`config.mk`:
```
export PLATFORM = sky130hd
export DESIGN_NAME = cpa2_flat
export DESIGN_NICKNAME = d
export VERILOG_FILES = /design/src/rtl/pe1_pkg.sv /design/src/rtl/cpa2_if.sv /design/src/rtl/fa.sv /design/src/rtl/rca.sv /design/src/rtl/cpa2.sv /design/src/flat_wrapper.sv
export SDC_FILE = /design/constraint.sdc
export NUM_CORES = 1
export LEC_CHECK = 0
export CAP_MARGIN = 20
export CORE_ASPECT_RATIO = 1.5
export CORE_UTILIZATION = 45
export DETAILED_ROUTE_END_ITERATION = 10
export PLACE_DENSITY = 0.72
export SETUP_SLACK_MARGIN = 0.2
export SKIP_LAST_GASP = 1
export SLEW_MARGIN = 20
export SYNTH_ARGS = -nofsm -noshare
export SYNTH_HDL_FRONTEND = slang
export SYNTH_SLANG_ARGS = --single-unit
```
`constraint.sdc`:
```
create_clock -name clk -period 4.4 [get_ports clk]
set_input_delay 0.88 -clock clk [delete_from_list [all_inputs] [get_ports clk]]
set_output_delay 0.88 -clock clk [all_outputs]
set_load 0.05 [all_outputs]
```
`src/rtl/pe1_pkg.sv`:
```
// rtl/pe1_pkg.sv - shared PE1 multiplier widths and the carry-save vector type
package pe1_pkg;

    localparam int CSA_W     = 15;
    localparam int CPA_SPLIT = 8;

    typedef logic [CSA_W-1:0] csa_vec_t;

endpackage

```
`src/rtl/cpa2_if.sv`:
```
// rtl/cpa2_if.sv - carry-save pair in / resolved sum out, both valid/ready handshaked
interface cpa2_if
    import pe1_pkg::*;
#(
    parameter int W = CSA_W
);

    logic         in_valid;
    logic         in_ready;
    logic [W-1:0] s;
    logic [W-1:0] c;
    logic         out_valid;
    logic         out_ready;
    logic [W-1:0] result;

    modport master (
        output in_valid, s, c, out_ready,
        input  in_ready, out_valid, result
    );

    modport slave (
        input  in_valid, s, c, out_ready,
        output in_ready, out_valid, result
    );

endinterface

```
`src/rtl/fa.sv`:
```
// rtl/fa.sv - one-bit full adder cell
module fa (
    input  logic a_i,
    input  logic b_i,
    input  logic cin_i,
    output logic sum_o,
    output logic cout_o
);

    assign sum_o  = a_i ^ b_i ^ cin_i;
    assign cout_o = (a_i & b_i) | (cin_i & (a_i ^ b_i));

endmodule

```
`src/rtl/rca.sv`:
```
// rtl/rca.sv - N-bit ripple-carry adder chained from fa cells
module rca #(
    parameter int N = 8
) (
    input  logic [N-1:0] a_i,
    input  logic [N-1:0] b_i,
    input  logic         cin_i,
    output logic [N-1:0] sum_o,
    output logic         cout_o
);

    // Each bit keeps its own carry net so the chain is not one self-referencing vector.
    for (genvar i = 0; i < N; i++) begin : g_bit
        logic ci;
        logic co;
        if (i == 0) begin : g_first
            assign ci = cin_i;
        end else begin : g_next
            assign ci = g_bit[i-1].co;
        end
        fa u_fa (
            .a_i   (a_i[i]),
            .b_i   (b_i[i]),
            .cin_i (ci),
            .sum_o (sum_o[i]),
            .cout_o(co)
        );
    end

    assign cout_o = g_bit[N-1].co;

endmodule

```
`src/rtl/cpa2.sv`:
```
// rtl/cpa2.sv - two-stage pipelined carry-propagate resolver for a carry-save pair
module cpa2
    import pe1_pkg::*;
#(
    parameter int W     = CSA_W,
    parameter int SPLIT = CPA_SPLIT
) (
    input  logic   clk,
    input  logic   reset,
    cpa2_if.slave  bus
);

    localparam int HW = W - SPLIT;

    logic            v1_q;
    logic            v2_q;
    logic            adv1;
    logic            adv2;
    logic [SPLIT-1:0] lo_d;
    logic [SPLIT-1:0] lo_q;
    logic            cy1_d;
    logic            cy1_q;
    logic [HW-1:0]   shi_q;
    logic [HW-1:0]   chi_q;
    logic [HW-1:0]   hi_d;
    logic [W-1:0]    res_q;
    logic            unused_cy2;

    assign adv2 = !v2_q || bus.out_ready;
    assign adv1 = !v1_q || adv2;

    rca #(.N(SPLIT)) u_rca_lo (
        .a_i   (bus.s[SPLIT-1:0]),
        .b_i   (bus.c[SPLIT-1:0]),
        .cin_i (1'b0),
        .sum_o (lo_d),
        .cout_o(cy1_d)
    );

    // Carry out of the top column is dropped, as in the compressor tree.
    rca #(.N(HW)) u_rca_hi (
        .a_i   (shi_q),
        .b_i   (chi_q),
        .cin_i (cy1_q),
        .sum_o (hi_d),
        .cout_o(unused_cy2)
    );

    always_ff @(posedge clk or negedge reset) begin
        if (!reset) begin
            v1_q  <= 1'b0;
            v2_q  <= 1'b0;
            lo_q  <= '0;
            cy1_q <= 1'b0;
            shi_q <= '0;
            chi_q <= '0;
            res_q <= '0;
        end else begin
            if (adv1) begin
                v1_q <= bus.in_valid;
            end
            // Data registers only move when a valid item lands in them.
            if (adv1 && bus.in_valid) begin
                lo_q  <= lo_d;
                cy1_q <= cy1_d;
                shi_q <= bus.s[W-1:SPLIT];
                chi_q <= bus.c[W-1:SPLIT];
            end
            if (adv2) begin
                v2_q <= v1_q;
            end
            if (adv2 && v1_q) begin
                res_q <= {hi_d, lo_q};
            end
        end
    end

    assign bus.in_ready  = adv1;
    assign bus.out_valid = v2_q;
    assign bus.result    = res_q;

endmodule

```
`src/flat_wrapper.sv`:
```
// flat-port wrapper written by rule: the top's interface ports become plain ports
module cpa2_flat import pe1_pkg::*;
#(
    parameter int W     = CSA_W,
    parameter int SPLIT = CPA_SPLIT
)
  (clk, reset, bus_in_valid, bus_s, bus_c, bus_out_ready, bus_in_ready, bus_out_valid, bus_result);
  cpa2_if #(.W(W)) bus_i ();
  input  logic clk;
  input  logic reset;
  input wire logic [$bits(bus_i.in_valid)-1:0] bus_in_valid;
  input wire logic [$bits(bus_i.s)-1:0] bus_s;
  input wire logic [$bits(bus_i.c)-1:0] bus_c;
  input wire logic [$bits(bus_i.out_ready)-1:0] bus_out_ready;
  output wire logic [$bits(bus_i.in_ready)-1:0] bus_in_ready;
  output wire logic [$bits(bus_i.out_valid)-1:0] bus_out_valid;
  output wire logic [$bits(bus_i.result)-1:0] bus_result;
  assign bus_i.in_valid = bus_in_valid;
  assign bus_i.s = bus_s;
  assign bus_i.c = bus_c;
  assign bus_i.out_ready = bus_out_ready;
  assign bus_in_ready = bus_i.in_ready;
  assign bus_out_valid = bus_i.out_valid;
  assign bus_result = bus_i.result;
  cpa2 #(.W(W), .SPLIT(SPLIT)) u_core (.clk(clk), .reset(reset), .bus(bus_i));
endmodule
```
==> results_dict.tcl <==
set metrics [dict create \
    p_per_area_nw_per_um2 565.3 \
    cts_buffer_depth 2 \
    core_um2 4209 \
    cpMostUsedCell "fa_1" \
    drive_above_1_share 0.2934 \
    grt_max_degree 41 \
    crit_path_end_kind "register" \
    hold_buffers 0 \
    r2r_cells 11 \
    finalSetupViolCount 0 \
    antenna_found_initial 0 \
    die_width_um 56.12 \
    worstPathMaxFanout 1 \
    drt-pass1-iter-count 2 \
    place.gp.congestion 0.8074 \
    critPathLaunch "bus_c[0]" \
    critPathRequiredTime_ns 4.62 \
    die_h_um 83.18 \
    synth.area.top_cells "dfrtp_1 51%, mux2_4 21%, fa_1 13%, mux2_2 4.6%, buf_12 3.0%" \
    worst_pin_slew_ns 0.8736 \
    synth-main-ff-cell "dfrtp_1" \
    synthXorXnorAreaFrac 0.008861 \
    grt.total_usage 0.1665 \
    synth_async_sr_flop_share 1.000 \
    hold_ws_ns 0.5133 \
    port_buffers 50 \
    total_power_mw 1.461 \
    worstSkewPairLatency_ns 0.29 \
    r2r_slack_ns 0.78 \
    yosysMostFrequentCell "dfrtp_1" \
    grt_pass1_vias 1195 \
    seq_power_share 0.367 \
    p_switching_uw 531.2 \
    synth_top_family_by_area "multiplexers" \
    yosysUniqueCellTypes 14 \
    yosysTopAreaCellShare 0.5063 \
    pwr-share-comb 0.432 \
    fillerInstances 326 \
    cts_buffers 5 \
    synth_cells 112 \
    synth_common_cells "40 x dfrtp_1, 27 x mux2_4, 13 x fa_1, 10 x inv_1, 8 x mux2_2" \
    yosys.area_share.simple 0.01962 \
    first_iter_violations 10 \
    synth_edf_count 0 \
    synth_largest_area_cell "dfrtp_1" \
    fmax_mhz 244.1 \
    final-max-slew-violation-count 0 \
    vdd_drop_max_mv 0.4235 \
    slew-limit-headroom 0.4176 \
    max-cap-violations 0 \
    vias 1059 \
    yosysWarnings 0 \
    grt_pass1_wl_mm 5.727 \
    clkTransAtPathRegs_ns 0.08 \
    start_util 0.4697 \
    route.detailed.drc 0 \
    diodes 0 \
    clockRootBuffer "clkbuf_8" \
    leakage_nw 1.192 \
    syn_nets 160 \
    start_kind "input port" \
    rows 29 \
    switching_share 0.3635 \
    ys_seq_area_frac 0.5063 \
    syn_to_final_growth_pct 30.76 \
    intPower_uw 930.2 \
    r2r-start "u_core.chi_q[0]" \
    rsz0062_at_grt "false" \
    skew_ns 0.006102 \
    hold_viol 0 \
    synth_mux_area_frac 0.2658 \
    synth-compound-area-share 0.01203 \
    min_to "u_core.shi_q[0]" \
    slowest_stage "clkdlybuf4s50_1" \
    htreeDepth 2 \
    fin_ws_ns 0.3041 \
    io_pins 51 \
    wl_mm 3.365 \
    grt-ovfl-total 0 \
    hold_depth 1 \
    period_share 0.9309 \
    final_nets 214 \
    vias_per_cell 4.972 \
    power_frac_clock 0.201 \
    dpl_worst_slack_ns -0.1191 \
    placed_area_um2 2470 \
    critPathArrivalTime_ns 4.32 \
    clkSinkCount 40 \
    final_area_um2 2585 \
    crit_chain "clkdlybuf4s50_1 > ha_1 > fa_1 > fa_2 > fa_1 > fa_2 > fa_2 > fa_1 > inv_1 > fa_1 > mux2i_1" \
    cts_tree "yes" \
    path_class "in2reg" \
    hp-start "u_core.shi_q[0]" \
    post_drt_wl_per_cell_um 15.80 \
    min_period_ns 4.096 \
    cpPeakStageDelay_ns 0.40 \
    reg2reg_to "u_core.bus.result[14]" \
    final_antenna_net_count 0 \
    dp_hpwl_mm 2.447 \
    synth_area_um2 1977 \
    avgSynthCellArea_um2 17.65 \
    postSynthRegisterBits 40 \
    hp-class "reg2reg" \
    dieArea_um2 4667 \
    synth_fa_ha_area_frac 0.1380 \
    status "finished clean" \
]
## per-stage QoR
step,utilization,cells,setup TNS [ns]
finish,0.6142,213,0
global route,0.6142,213,0
CTS,0.6130,213,0
detailed placement,0.5868,205,-0.1191
global placement,0.5868,205,-0.08631
floorplan,-,112,0
## cell families (layout without fill, tap and decap cells)
logic type,Yosys count,in the layout
buf+inv,13,68
compound gates,2,2
mux,38,38
xor+xnor,2,2
flops,40,40
fa+ha+maj,14,14
simple gates,3,3
## critical path, delay by kind of cell
| family | cells | cell delay (ns) |
|---|---|---|
| buffers and inverters | 2 | 0.48 |
| adders and majority gates | 8 | 2.83 |
| muxes | 1 | 0.12 |
## layer usage
layer / vias up / GRT usage / part of all wire
li1: 473 / - / -
met1: 553 / 0.2068 / 0.39
met2: 27 / 0.2608 / 0.54
met3: 6 / 0.05919 / 0.046
met4: 0 / 0.07317 / 0.020
met5: - / 0 / 0
## layout make-up
class / instances / area [um2] / area share
Sequential cell: 40 / 1001 / 0.3872
Multi-Input combinational cell: 59 / 885.9 / 0.3427
Timing Repair Buffer: 50 / 495.5 / 0.1917
Clock buffer: 6 / 72.57 / 0.02807
Tap cell: 46 / 57.56 / 0.02227
Inverter: 10 / 37.54 / 0.01452
Clock inverter: 2 / 35.03 / 0.01355
## power groups by stage
stage	sequential [mW]	combinational, mW	clock [mW]
floorplan	0.750	0.224	0
global placement	0.538	0.628	0
detailed placement	0.543	0.638	0
CTS	0.538	0.640	0.301
global route	0.550	0.671	0.318
finish	0.536	0.632	0.293
## what timing repair did
action	in CTS	in global routing
setup buffers	0	0
gates resized for setup	1	2
endpoints found under the hold margin	0	0
setup endpoints to repair	1	1
## worst max-delay path by stage
stage | endpoint | slack [ns] | cells after the start
after floorplan | u_core.lo_q[7] | 0.44 | 10
after global placement | u_core.lo_q[7] | -0.09 | 11
after detailed placement | u_core.lo_q[7] | -0.12 | 11
after CTS | u_core.lo_q[7] | 0.22 | 11
after global routing | u_core.lo_q[7] | 0.22 | 11
final | u_core.lo_q[7] | 0.30 | 11
## flip-flops by register name, summed over array words and instances, names as in the netlist
name / count
u_core.cy1_q: 1
u_core.lo_q: 8
u_core.bus.out_valid: 1
u_core.v1_q: 1
u_core.chi_q: 7
u_core.shi_q: 7
u_core.bus.result: 15
## layout by cell type, fill, tap and decap left out, drive strengths merged
master | netlist | routed
ha | 1 | 1
o21ai | 1 | 1
or2b | 1 | 1
nand2 | 1 | 1
clkbuf | 0 | 6
mux2 | 35 | 35
nand3b | 1 | 1
o21bai | 1 | 1
xnor2 | 2 | 2
clkinv | 0 | 1
fa | 13 | 13
buf | 3 | 1
bufinv | 0 | 1
clkdlybuf4s50 | 0 | 49
inv | 10 | 10
dfrtp | 40 | 40
mux2i | 3 | 3
(Power assumes the default switching activity.)
